$ cat src/rtl/chip8_debug_master.sv
`default_nettype none
// ============================================================================
//  Module   : chip8_debug_master
//  Purpose  : Debug-port initiator for chip8_memory. Parses a byte-serial
//             host command stream, issues one single-cycle read or write on
//             the memory debug port, waits out the memory read latency and
//             returns one response byte per command on a valid/ready stream.
//
//  Command framing:
//             header : [7] we, [6:5] type, [4] reserved (0), [3:0] addr[11:8]
//             byte 2 : addr[7:0]
//             byte 3 : write data (only when we = 1)
//
//  Ports    : clk_in / rst_n_in   clock, asynchronous active-low reset
//             rx_data_in/rx_valid_in   host command bytes (no backpressure)
//             tx_data_out/tx_valid_out/tx_ready_in   response byte stream
//             debug_addr_out/we/valid/type/wdata   chip8_memory debug port
//             mem_data_in          chip8_memory.data_out
//             busy_out             high whenever not waiting for a header
//             error_out            one-cycle pulse: bad header, dropped byte,
//                                  or partial-command timeout
//
//  Build option:
//             CHIP8_DEBUG_TIMEOUT_EN  when defined, a partial command idle for
//             TIMEOUT_CYCLES cycles is discarded with an error pulse.
//
//  Revision : 1.0  initial release
// ============================================================================
module chip8_debug_master #(
    parameter int          READ_LATENCY   = 2,
    parameter logic [7:0]  ACK_BYTE       = 8'hA5,
    parameter int          TIMEOUT_CYCLES = 1_000_000
) (
    input  logic        clk_in,
    input  logic        rst_n_in,
    input  logic [7:0]  rx_data_in,
    input  logic        rx_valid_in,
    output logic [7:0]  tx_data_out,
    output logic        tx_valid_out,
    input  logic        tx_ready_in,
    output logic [11:0] debug_addr_out,
    output logic        debug_we_out,
    output logic        debug_valid_out,
    output logic [1:0]  debug_type_out,
    output logic [7:0]  debug_wdata_out,
    input  logic [7:0]  mem_data_in,
    output logic        busy_out,
    output logic        error_out
);

    localparam logic [2:0] c_st_hdr   = 3'd0;
    localparam logic [2:0] c_st_addr  = 3'd1;
    localparam logic [2:0] c_st_data  = 3'd2;
    localparam logic [2:0] c_st_issue = 3'd3;
    localparam logic [2:0] c_st_wait  = 3'd4;
    localparam logic [2:0] c_st_resp  = 3'd5;

    // WAIT counts 0 .. READ_LATENCY-1; the last count is the capture cycle.
    localparam logic [3:0] c_lat_last = 4'(READ_LATENCY - 1);

    // State and command latches
    logic [2:0]  r_state,     w_state;
    logic        r_cmd_we,    w_cmd_we;
    logic [1:0]  r_cmd_type,  w_cmd_type;
    logic [11:0] r_cmd_addr,  w_cmd_addr;
    logic [7:0]  r_cmd_wdata, w_cmd_wdata;
    logic [3:0]  r_lat_cnt,   w_lat_cnt;

    // Registered outputs
    logic [11:0] r_dbg_addr,  w_dbg_addr;
    logic        r_dbg_we,    w_dbg_we;
    logic        r_dbg_valid, w_dbg_valid;
    logic [1:0]  r_dbg_type,  w_dbg_type;
    logic [7:0]  r_dbg_wdata, w_dbg_wdata;
    logic [7:0]  r_tx_data,   w_tx_data;
    logic        r_tx_valid;
    logic        r_busy;
    logic        r_error,     w_error;

    logic        w_timeout;

`ifdef CHIP8_DEBUG_TIMEOUT_EN
    localparam int c_TO_W = (TIMEOUT_CYCLES > 1) ? $clog2(TIMEOUT_CYCLES) : 1;
    localparam logic [c_TO_W-1:0] c_to_last = c_TO_W'(TIMEOUT_CYCLES - 1);

    logic [c_TO_W-1:0] r_to_cnt;
    logic              w_partial;

    assign w_partial = (r_state == c_st_addr) || (r_state == c_st_data);
    // Fires on the TIMEOUT_CYCLES-th consecutive idle cycle of a partial command.
    assign w_timeout = w_partial && !rx_valid_in && (r_to_cnt == c_to_last);

    always_ff @(posedge clk_in or negedge rst_n_in) begin
        if (!rst_n_in) begin
            r_to_cnt <= '0;
        end else if (w_partial && !rx_valid_in && !w_timeout) begin
            r_to_cnt <= r_to_cnt + 1'b1;
        end else begin
            r_to_cnt <= '0;
        end
    end
`else
    assign w_timeout = 1'b0;
`endif

    // Next-state and next-output logic
    always_comb begin
        w_state     = r_state;
        w_cmd_we    = r_cmd_we;
        w_cmd_type  = r_cmd_type;
        w_cmd_addr  = r_cmd_addr;
        w_cmd_wdata = r_cmd_wdata;
        w_lat_cnt   = r_lat_cnt;
        w_tx_data   = r_tx_data;
        w_error     = 1'b0;
        w_dbg_addr  = r_dbg_addr;
        w_dbg_type  = r_dbg_type;
        w_dbg_wdata = r_dbg_wdata;
        w_dbg_we    = 1'b0;
        w_dbg_valid = 1'b0;

        case (r_state)
            c_st_hdr: begin
                if (rx_valid_in) begin
                    if (rx_data_in[4]) begin
                        w_error = 1'b1;
                    end else begin
                        w_cmd_we          = rx_data_in[7];
                        w_cmd_type        = rx_data_in[6:5];
                        w_cmd_addr[11:8]  = rx_data_in[3:0];
                        w_state           = c_st_addr;
                    end
                end
            end
            c_st_addr: begin
                if (rx_valid_in) begin
                    w_cmd_addr[7:0] = rx_data_in;
                    w_state         = r_cmd_we ? c_st_data : c_st_issue;
                end else if (w_timeout) begin
                    w_error = 1'b1;
                    w_state = c_st_hdr;
                end
            end
            c_st_data: begin
                if (rx_valid_in) begin
                    w_cmd_wdata = rx_data_in;
                    w_state     = c_st_issue;
                end else if (w_timeout) begin
                    w_error = 1'b1;
                    w_state = c_st_hdr;
                end
            end
            c_st_issue: begin
                w_error   = rx_valid_in;
                w_lat_cnt = '0;
                if (r_cmd_we) begin
                    w_tx_data = ACK_BYTE;
                    w_state   = c_st_resp;
                end else begin
                    w_state   = c_st_wait;
                end
            end
            c_st_wait: begin
                w_error = rx_valid_in;
                if (r_lat_cnt == c_lat_last) begin
                    w_tx_data = mem_data_in;
                    w_state   = c_st_resp;
                end else begin
                    w_lat_cnt = r_lat_cnt + 4'd1;
                end
            end
            c_st_resp: begin
                // A byte arriving in the accept cycle is still dropped.
                w_error = rx_valid_in;
                if (tx_ready_in) begin
                    w_state = c_st_hdr;
                end
            end
            default: begin
                w_state = c_st_hdr;
            end
        endcase

        // ISSUE always lasts one cycle, so entering it is the strobe cycle.
        // The debug bus is loaded only here so it holds the last issued
        // transaction while the next command is being parsed.
        if (w_state == c_st_issue) begin
            w_dbg_valid = 1'b1;
            w_dbg_we    = w_cmd_we;
            w_dbg_addr  = w_cmd_addr;
            w_dbg_type  = w_cmd_type;
            w_dbg_wdata = w_cmd_wdata;
        end
    end

    always_ff @(posedge clk_in or negedge rst_n_in) begin
        if (!rst_n_in) begin
            r_state     <= c_st_hdr;
            r_cmd_we    <= 1'b0;
            r_cmd_type  <= 2'd0;
            r_cmd_addr  <= 12'd0;
            r_cmd_wdata <= 8'd0;
            r_lat_cnt   <= 4'd0;
            r_dbg_addr  <= 12'd0;
            r_dbg_we    <= 1'b0;
            r_dbg_valid <= 1'b0;
            r_dbg_type  <= 2'd0;
            r_dbg_wdata <= 8'd0;
            r_tx_data   <= 8'd0;
            r_tx_valid  <= 1'b0;
            r_busy      <= 1'b0;
            r_error     <= 1'b0;
        end else begin
            r_state     <= w_state;
            r_cmd_we    <= w_cmd_we;
            r_cmd_type  <= w_cmd_type;
            r_cmd_addr  <= w_cmd_addr;
            r_cmd_wdata <= w_cmd_wdata;
            r_lat_cnt   <= w_lat_cnt;
            r_dbg_addr  <= w_dbg_addr;
            r_dbg_we    <= w_dbg_we;
            r_dbg_valid <= w_dbg_valid;
            r_dbg_type  <= w_dbg_type;
            r_dbg_wdata <= w_dbg_wdata;
            r_tx_data   <= w_tx_data;
            r_tx_valid  <= (w_state == c_st_resp);
            r_busy      <= (w_state != c_st_hdr);
            r_error     <= w_error;
        end
    end

    assign tx_data_out     = r_tx_data;
    assign tx_valid_out    = r_tx_valid;
    assign debug_addr_out  = r_dbg_addr;
    assign debug_we_out    = r_dbg_we;
    assign debug_valid_out = r_dbg_valid;
    assign debug_type_out  = r_dbg_type;
    assign debug_wdata_out = r_dbg_wdata;
    assign busy_out        = r_busy;
    assign error_out       = r_error;

endmodule
`default_nettype wire

$ cat config.mk
export PLATFORM = sky130hd
export DESIGN_NAME = chip8_debug_master
export DESIGN_NICKNAME = d
export VERILOG_FILES = /design/src/rtl/chip8_debug_master.sv
export SDC_FILE = /design/constraint.sdc
export NUM_CORES = 1
export LEC_CHECK = 0
export BUFFER_PORTS_ARGS = -buffer_cell sky130_fd_sc_hd__buf_2
export CORE_MARGIN = 2
export CORE_UTILIZATION = 25
export CTS_BUF_LIST = sky130_fd_sc_hd__clkbuf_8
export DETAILED_ROUTE_END_ITERATION = 8
export PLACE_DENSITY = 0.42
export SYNTH_ARGS = -nofsm -noshare
export SYNTH_HDL_FRONTEND = slang
export SYNTH_SLANG_ARGS = --single-unit
$ cat constraint.sdc
create_clock -name clk_in -period 5.9 [get_ports clk_in]
set_clock_uncertainty 0.2 [all_clocks]
set_input_delay 0.295 -clock clk_in [delete_from_list [all_inputs] [get_ports clk_in]]
set_output_delay 0.295 -clock clk_in [all_outputs]
set_load 0.01 [all_outputs]
## Word-level counts from Yosys, hierarchy flattened

Index checks and enable logic that the tools add are counted.

- Add/sub/neg operators: 1
- Equality and inequality tests: 11
- Multiplexer cells: 32
- Reduce and logical (&&, ||, !) cells: 6

Operators with widths:

| operator | number |
|---|---|
| 8-bit two-way mux | 6 |
| 3-bit two-way mux | 6 |
| 3-bit case mux with 6 select lines | 1 |
| 4-bit two-way mux | 4 |
| 8-bit case mux with 2 select lines | 1 |
| 3-bit by 2-bit == test with 1-bit output, second input constant | 3 |
| 3-bit == test, second input constant | 3 |
| 1-bit two-way mux | 9 |
| 4-bit case mux with 2 select lines | 1 |
| 2-bit two-way mux | 3 |
| 2-bit != test, second input constant | 3 |
| 4-bit by 1-bit adder with 4-bit output, second input constant | 1 |
| 4-bit by 1-bit == test with 1-bit output, second input constant | 1 |
| 3-bit by 1-bit == test with 1-bit output, second input constant | 1 |
| 3-bit logical NOT | 1 |
| 3-bit AND reduction | 1 |
| 3-bit nonzero test | 1 |
| 3-bit OR reduction | 1 |
| 1-bit case mux with 2 select lines | 1 |
| 2-bit AND reduction | 1 |
| 2-bit nonzero test | 1 |

- Register bits after elaboration: 65
- Input bits: 20
- Output and inout port bits: 35
- Logic and storage cells: 65

## Depth between registers and ports, before layout

Gate-level depths: netlist of run 1.

- Word-level depth: 5
- Depth in mapped cells: 8

## Worst setup path before layout of run 1

No wires, ideal clock.

- Path type: reg2reg
- Start point: register r_lat_cnt[1]
- End point: register r_dbg_addr[0], in the netlist debug_addr_out[0]
- Library setup time: 0.125 ns
- Arrival time: 1.723 ns
- Setup slack: 3.852 ns
- Cell stages (with the launch flop): 8
- Path buffers: 1
- Clock period less this slack: 2.048 ns
- Cell sequence: dfrtp_1 inv_1 ha_1 nor3b_1 a22oi_2 a21oi_4 buf_12 mux2_4

- Longest elaborated chain between the ends: 4

Ends and longest elaborated chain:

| item | line | source |
|---|---|---|
| start, declared | 67 | `logic [3:0] r_lat_cnt, w_lat_cnt;` |
| start signal, assigned | 219 | `r_lat_cnt <= w_lat_cnt;` |
| 4-bit by 1-bit == test with 1-bit output | 165 | `if (r_lat_cnt == c_lat_last) begin` |
| 3-bit two-way mux | 165 |  |
| 3-bit case mux with 6 select lines | 122 | `case (r_state)` |
| 3-bit by 2-bit == test with 1-bit output | 187 | `if (w_state == c_st_issue) begin` |
| end signal, assigned | 220 | `r_dbg_addr <= w_dbg_addr;` |
| end, declared | 70 | `logic [11:0] r_dbg_addr, w_dbg_addr;` |

No other way between the ends.
A chain may end at the register's enable or synchronous reset.

## Worst setup path after layout of run 1

- Start point: register r_lat_cnt[1]
- End point: register r_dbg_wdata[0], in the netlist debug_wdata_out[0]

- Longest elaborated chain between the ends: 4

Ends and longest elaborated chain:

| item | line | source |
|---|---|---|
| 4-bit by 1-bit == test with 1-bit output | 165 |  |
| 3-bit two-way mux | 165 |  |
| 3-bit case mux with 6 select lines | 122 |  |
| 3-bit by 2-bit == test with 1-bit output | 187 |  |
| end signal, assigned | 224 | `r_dbg_wdata <= w_dbg_wdata;` |
| end, declared | 74 | `logic [7:0] r_dbg_wdata, w_dbg_wdata;` |

No other way between the ends.

==> results.ini, run 1 <==
[detailed_routing]
drc_errors=0
first_iter_violations=38
drtPass1Iterations=4
ant_nets=0
drt-wirelength-per-cell_um=13.6
totalWireLength_um=5420
via_per_inst=4.10
via_count=1632

[synth]
synth-edff-count=0
yosysTopAreaCell=dfrtp_1
yosysUniqueCellTypes=36
synthArstFlopShare=1.00
ys_warn_count=0
yosysTopAreaCellShare=0.591
synth_seq_cells=65
synth_most_common_cell=dfrtp_1
avgSynthCellArea_um2=14.5
synth.top_cells.by_area=dfrtp_1 59%, mux2_2 11%, mux2_4 9.8%
synth_fp_nets=212
netlist_area_um2=2750
synth_top_flop_cell=dfrtp_1
synth_cells=190
synth_seq_area_share=0.591
synthTopCellsByCount=65 x dfrtp_1, 27 x mux2_2, 18 x mux2_4

[worst_setup_path]
cp-start-kind=flop
cp_max_fo=24
cp.required_ps=5940
path_class=reg2reg
arrival_ps=2950
cp-end-kind=flop

[cts]
cts_tree=yes
clock-root-buffer=clkbuf_8
post_cts_buffers=0
cts_made_buffers=9
clkLatencyLatePin_ps=340
cts.sinks=65
ctsLongestPathBuffers=2
cts.clk_slew.worst_paths_ps=80
htreeDepth=3

[sta]
clock.fmax_mhz=343
setup_viol_count_final=0
holdWs_ps=14.2
fin_crit_sh=0.494
tns_ps=0
rsz0062_at_grt=false
slew_violations=0
fin_crit_ps=2920
worstMarginPinSlew_ps=1070
hold_viol_final=0
slew-limit-headroom=0.285

[global_route]
grtUsageTotal=0.0999
use_met1=0.129
grt_pass1_vias=1711
grtUsageMet3=0.0406
grt_max_degree=66
met2_usage=0.152
grt_pass1_wl_um=8820
grt-ovfl-total=0
antenna_found_initial=0
busiest_layer=met2

[finish]
diodes=0
seqCellArea_um2=1630
multi_input_area_um2=990
areaGrowthSynthToFinish_pct=22.4
layout-drive-gt1-share=0.484
num-fill-cells=1089
nNetsFinal=275

[worst_hold_path]
hold_path.class=in2reg

[floorplanning]
ios=55
start_util=0.255
rows=38
die-area_um2=11900
core_um2=10800
die_y_um=109
die_w_um=109

[power]
power.total_mw=1.83
p_leak_nw=1.57
peakVddDrop_mv=0.197
p_per_area_nw_per_um2=542

[placed_design]
gp_congestion=0.712
port_buffers=54
hpwlAfterDp_um=3570

[outcome]
outcome=complete, no violations

[flow_run]
maxCapViolCount=0

path summary, 6_finish.rpt:
| kind | start | endpoint | slack [ps] | cells after the start |
|---|---|---|---|---|
| worst max-delay path | r_lat_cnt[1]$_DFFE_PN0P_ | debug_wdata_out[0]$_DFFE_PN0N_ | 2980 | 6 |
| worst min-delay path | rx_valid_in | error_out$_DFF_PN0_ | 10 | 2 |
| worst max register to register | r_lat_cnt[1]$_DFFE_PN0P_ | debug_wdata_out[0]$_DFFE_PN0N_ | 2980 | 6 |
| worst min register to register | tx_data_out[1]$_DFFE_PN0P_ | tx_data_out[1]$_DFFE_PN0P_ | 280 | 2 |
| max in group asynchronous | rst_n_in | tx_valid_out$_DFF_PN0_ | 4480 | 3 |
| min in group asynchronous | rst_n_in | r_lat_cnt[3]$_DFFE_PN0P_ | 460 | 3 |
layout make-up:
| cell class | count | area share |
|---|---|---|
| Tap cell | 140 | 0.0520 |
| Clock inverter | 7 | 0.0226 |
| Clock buffer | 9 | 0.0367 |
| Sequential cell | 65 | 0.483 |
| Timing Repair Buffer | 61 | 0.100 |
| Multi-Input combinational cell | 105 | 0.294 |
| Inverter | 11 | 0.0122 |
placed cells by master, fill, tap and decap left out, drive strengths merged:
cell / count
dfrtp: 65
buf: 55
mux2: 45
nand2: 14
inv: 14
clkbuf: 9
a21oi: 8
dlygate4sd3: 6
o21ai: 5
nor3: 4
and2: 3
nor2: 3
nor3b: 3
nand4: 2
mux2i: 2
ha: 2
clkinvlp: 2
a31oi: 2
and3b: 1
nand3: 1
and4bb: 1
a22oi: 1
nor2b: 1
nand3b: 1
nand2b: 1
a32oi: 1
xor2: 1
or3b: 1
and3: 1
o21a: 1
bufinv: 1
clkinv: 1
worst max-delay path, stage by stage (launching register included):
cell	delay (ps)
dfrtp_1	410
inv_1	60
ha_1	120
nor3b_1	350
a22oi_2	320
a21oi_4	920
mux2_2	420
through the flow:
step	instances	util	instance area, um2	setup slack, ps
2_1_floorplan	190	-	2750	3850
3_3_place_gp	376	0.288	3110	2960
3_5_place_dp	376	0.288	3110	2960
4_1_cts	398	0.312	3370	2930
5_1_grt	398	0.312	3370	2730
6_report	398	0.312	3370	2980
power by group:
| part | internal [mW] | total (mW) | switching, mW |
|---|---|---|---|
| registers | 0.651 | 0.759 | 0.108 |
| logic | 0.369 | 0.682 | 0.313 |
| clock network | 0.199 | 0.384 | 0.185 |
layer usage:
| layer | share of wire | vias up |
|---|---|---|
| li1 | - | 780 |
| met1 | 0.49 | 796 |
| met2 | 0.44 | 46 |
| met3 | 0.055 | 10 |
| met4 | 0.018 | 0 |
| met5 | 0 | - |
cell families (layout without fill, tap and decap cells):
kind of cell,count (synthesis),in the layout,synth area share
xor gates and xnor gates,1,1,0.00318
and+or+nand+nor,37,37,0.0804
muxes,47,47,0.216
buffers and inverters,20,88,0.0500
adders and majority gates,2,2,0.00909
AOI/OAI and AO/OA,18,18,0.0509
DFF,65,65,0.591
state kept, by name, indices dropped and copies added, names as in the netlist, 2 cells and up:
register	flops
r_cmd_addr	12
tx_data_out	8
debug_type_out	2
debug_addr_out	12
r_cmd_wdata	8
r_cmd_type	2
debug_wdata_out	8
r_lat_cnt	4
r_state	3
repair_timing:
item	4_1_cts	5_1_grt
hold buffers	6	0
resized for setup	0	0
hold endpoints to repair	70	0
No activity file was read; power rests on OpenSTA's default activity.
==> run 2: changes to the inputs <==
clock period = 2.7 ns   (was 5.9 ns; I/O delays follow)
==> run 2 against run 1 <==
Compared with the run above: first-iteration DRC count increased by 71%; cell count rose by 4.8%; flip-flop and latch count unchanged; worst hold slack improved by 56 ps; critical endpoint unchanged; critical path depth is 1 higher.
==> results.ini, run 2 (synthesized netlist as in run 1, its figures left out) <==
[sta]
setup_viol_count_final=0  ; unchanged
rsz0062_at_grt=false
slew_violations=0  ; unchanged
worstMarginPinSlew_ps=439  ; -630 ps
clock.fmax_mhz=446  ; +30%
tns_ps=0  ; unchanged
fin_crit_ps=2240  ; -675 ps
slew-limit-headroom=0.706  ; +0.421
fin_crit_sh=0.830  ; +0.336
hold_viol_final=0  ; unchanged

[global_route]
use_met1=0.140  ; +0.0109
grt-ovfl-total=0  ; unchanged
met2_usage=0.163  ; +0.0106
busiest_layer=met2
grt_max_degree=32  ; -52%
grt_pass1_wl_um=9490  ; +7.7%
grtUsageMet3=0.0472  ; +0.00658
antenna_found_initial=0  ; unchanged
grt_pass1_vias=1808  ; +5.7%
grtUsageTotal=0.108  ; +0.00770

[floorplanning]
die_w_um=109  ; unchanged
rows=38  ; unchanged
die_y_um=109  ; unchanged
start_util=0.255  ; unchanged
ios=55  ; unchanged
core_um2=10800  ; unchanged
die-area_um2=11900  ; unchanged

[cts]
ctsLongestPathBuffers=2  ; unchanged
cts.clk_slew.worst_paths_ps=80  ; about the same
clock-root-buffer=clkbuf_8
htreeDepth=3  ; unchanged
clkLatencyLatePin_ps=330  ; about the same
cts_tree=yes
cts_made_buffers=9  ; unchanged
cts.sinks=65  ; unchanged

[power]
peakVddDrop_mv=0.405  ; +110%
power.total_mw=4.13  ; +130%
p_leak_nw=1.67  ; +6.3%
p_per_area_nw_per_um2=1150  ; +110%

[placed_design]
hpwlAfterDp_um=3950  ; +11%
dp_cells=382  ; +1.6%
port_buffers=54  ; unchanged
gp_congestion=0.706  ; -0.90%

[detailed_routing]
drc_errors=0  ; unchanged
via_per_inst=4.12  ; +0.47%
first_iter_violations=65  ; +71%
ant_nets=0  ; unchanged
via_count=1718  ; +5.3%
drtPass1Iterations=4  ; unchanged
totalWireLength_um=5790  ; +7.0%
drt-wirelength-per-cell_um=13.9  ; +2.1%

[finish]
layout_commonest_cell=dfrtp_1
layout-drive-gt1-share=0.473  ; -0.0116
nNetsFinal=294  ; +6.9%
final_cell_mix=65 x dfrtp_1, 54 x buf_2, 27 x mux2_2
num-fill-cells=1076  ; -1.2%
diodes=0  ; unchanged
areaGrowthSynthToFinish_pct=29.9
final-instance-count-excl-fill=417  ; +4.8%

[worst_setup_path]
cp.required_ps=2720  ; -3220 ps
worst_r2r_path_depth=7  ; +1
crit_start=r_lat_cnt[1]$_DFFE_PN0P_
cp_max_fo=14  ; -42%
slowest_stage=dfrtp_1
cp_num_buf_inv=2  ; +1
path_delay_family=flip-flops
arrival_ps=2270  ; -680 ps
critPathMaxStageDelay_ps=410  ; -510 ps
cp-end-kind=flop
worst-path-stages=7  ; +1
cp_cell_sequence=inv_1 -> ha_1 -> nor3b_1 -> a22oi_2 -> a21oi_4 -> buf_4 -> mux2_2
cp-start-kind=flop
rr_startpoint=r_lat_cnt[1]$_DFFE_PN0P_
path_class=reg2reg

[flow_run]
maxCapViolCount=0  ; unchanged

[worst_hold_path]
hold_path.class=in2async

[outcome]
outcome=complete, no violations

run 2: cell count changes in the layout (fill, tap and decap cells not counted), sizes merged:
cell         delta
bufinv          +1
inv             -2
clkinv          +1
dlygate4sd3    +13
buf             +6
run 2: area by class of cell:
| class | instances | area [um2] | area share |
|---|---|---|---|
| Sequential cell | 65 | 1630 | 0.455 |
| Multi-Input combinational cell | 105 | 990 | 0.277 |
| Timing Repair Buffer | 80 | 526 | 0.147 |
| Tap cell | 140 | 175 | 0.0490 |
| Clock buffer | 9 | 124 | 0.0346 |
| Clock inverter | 7 | 93.8 | 0.0262 |
| Inverter | 11 | 41.3 | 0.0115 |
run 2: metal layers:
| metal | part of all wire | wire length, um | up-vias |
|---|---|---|---|
| met2 | 0.45 | 2580 | 49 |
| met4 | 0.0078 | 45 | 0 |
| li1 | - | - | 816 |
| met3 | 0.060 | 349 | 4 |
| met1 | 0.49 | 2820 | 849 |
| met5 | 0 | 0 | - |
run 2: path summary, 6_finish.rpt:
| path | to | slack, ps |
|---|---|---|
| setup / recovery | debug_wdata_out[0]$_DFFE_PN0N_ | 460 |
| hold / removal | tx_data_out[4]$_DFFE_PN0P_ | 70 |
| setup reg to reg | debug_wdata_out[0]$_DFFE_PN0N_ | 460 |
| hold reg to reg | tx_data_out[6]$_DFFE_PN0P_ | 280 |
| max in group asynchronous | debug_addr_out[5]$_DFFE_PN0N_ | 1630 |
| min in group clk_in | tx_data_out[6]$_DFFE_PN0P_ | 280 |
run 2: metrics by stage:
step            util  hold slack, ps  setup slack (ps)  instance area [um2]
6_report       0.331            69.9               459                 3580
5_1_grt        0.331            95.8               265                 3580
4_1_cts        0.331            74.7               452                 3580
3_5_place_dp   0.294           -94.4               467                 3170
3_3_place_gp   0.294           -88.0               471                 3170
2_1_floorplan      -            -361               652                 2750
run 2: power by group:
part | total [mW] | switching (mW) | internal (mW) | leakage (nW)
Sequential | 1.66 | 0.239 | 1.42 | 0.789
Clock | 0.916 | 0.397 | 0.520 | 0.106
Combinational | 1.55 | 0.702 | 0.845 | 0.772
Total | 4.13 | 1.34 | 2.79 | 1.67
run 2: what timing repair did:
| item | in CTS | in global routing |
|---|---|---|
| hold endpoints to repair | 103 | 0 |
| hold buffers | 19 | 0 |
| gates resized for setup | 0 | 0 |
| endpoints found under the setup margin | 0 | 0 |
| buffers inserted | 0 | 0 |
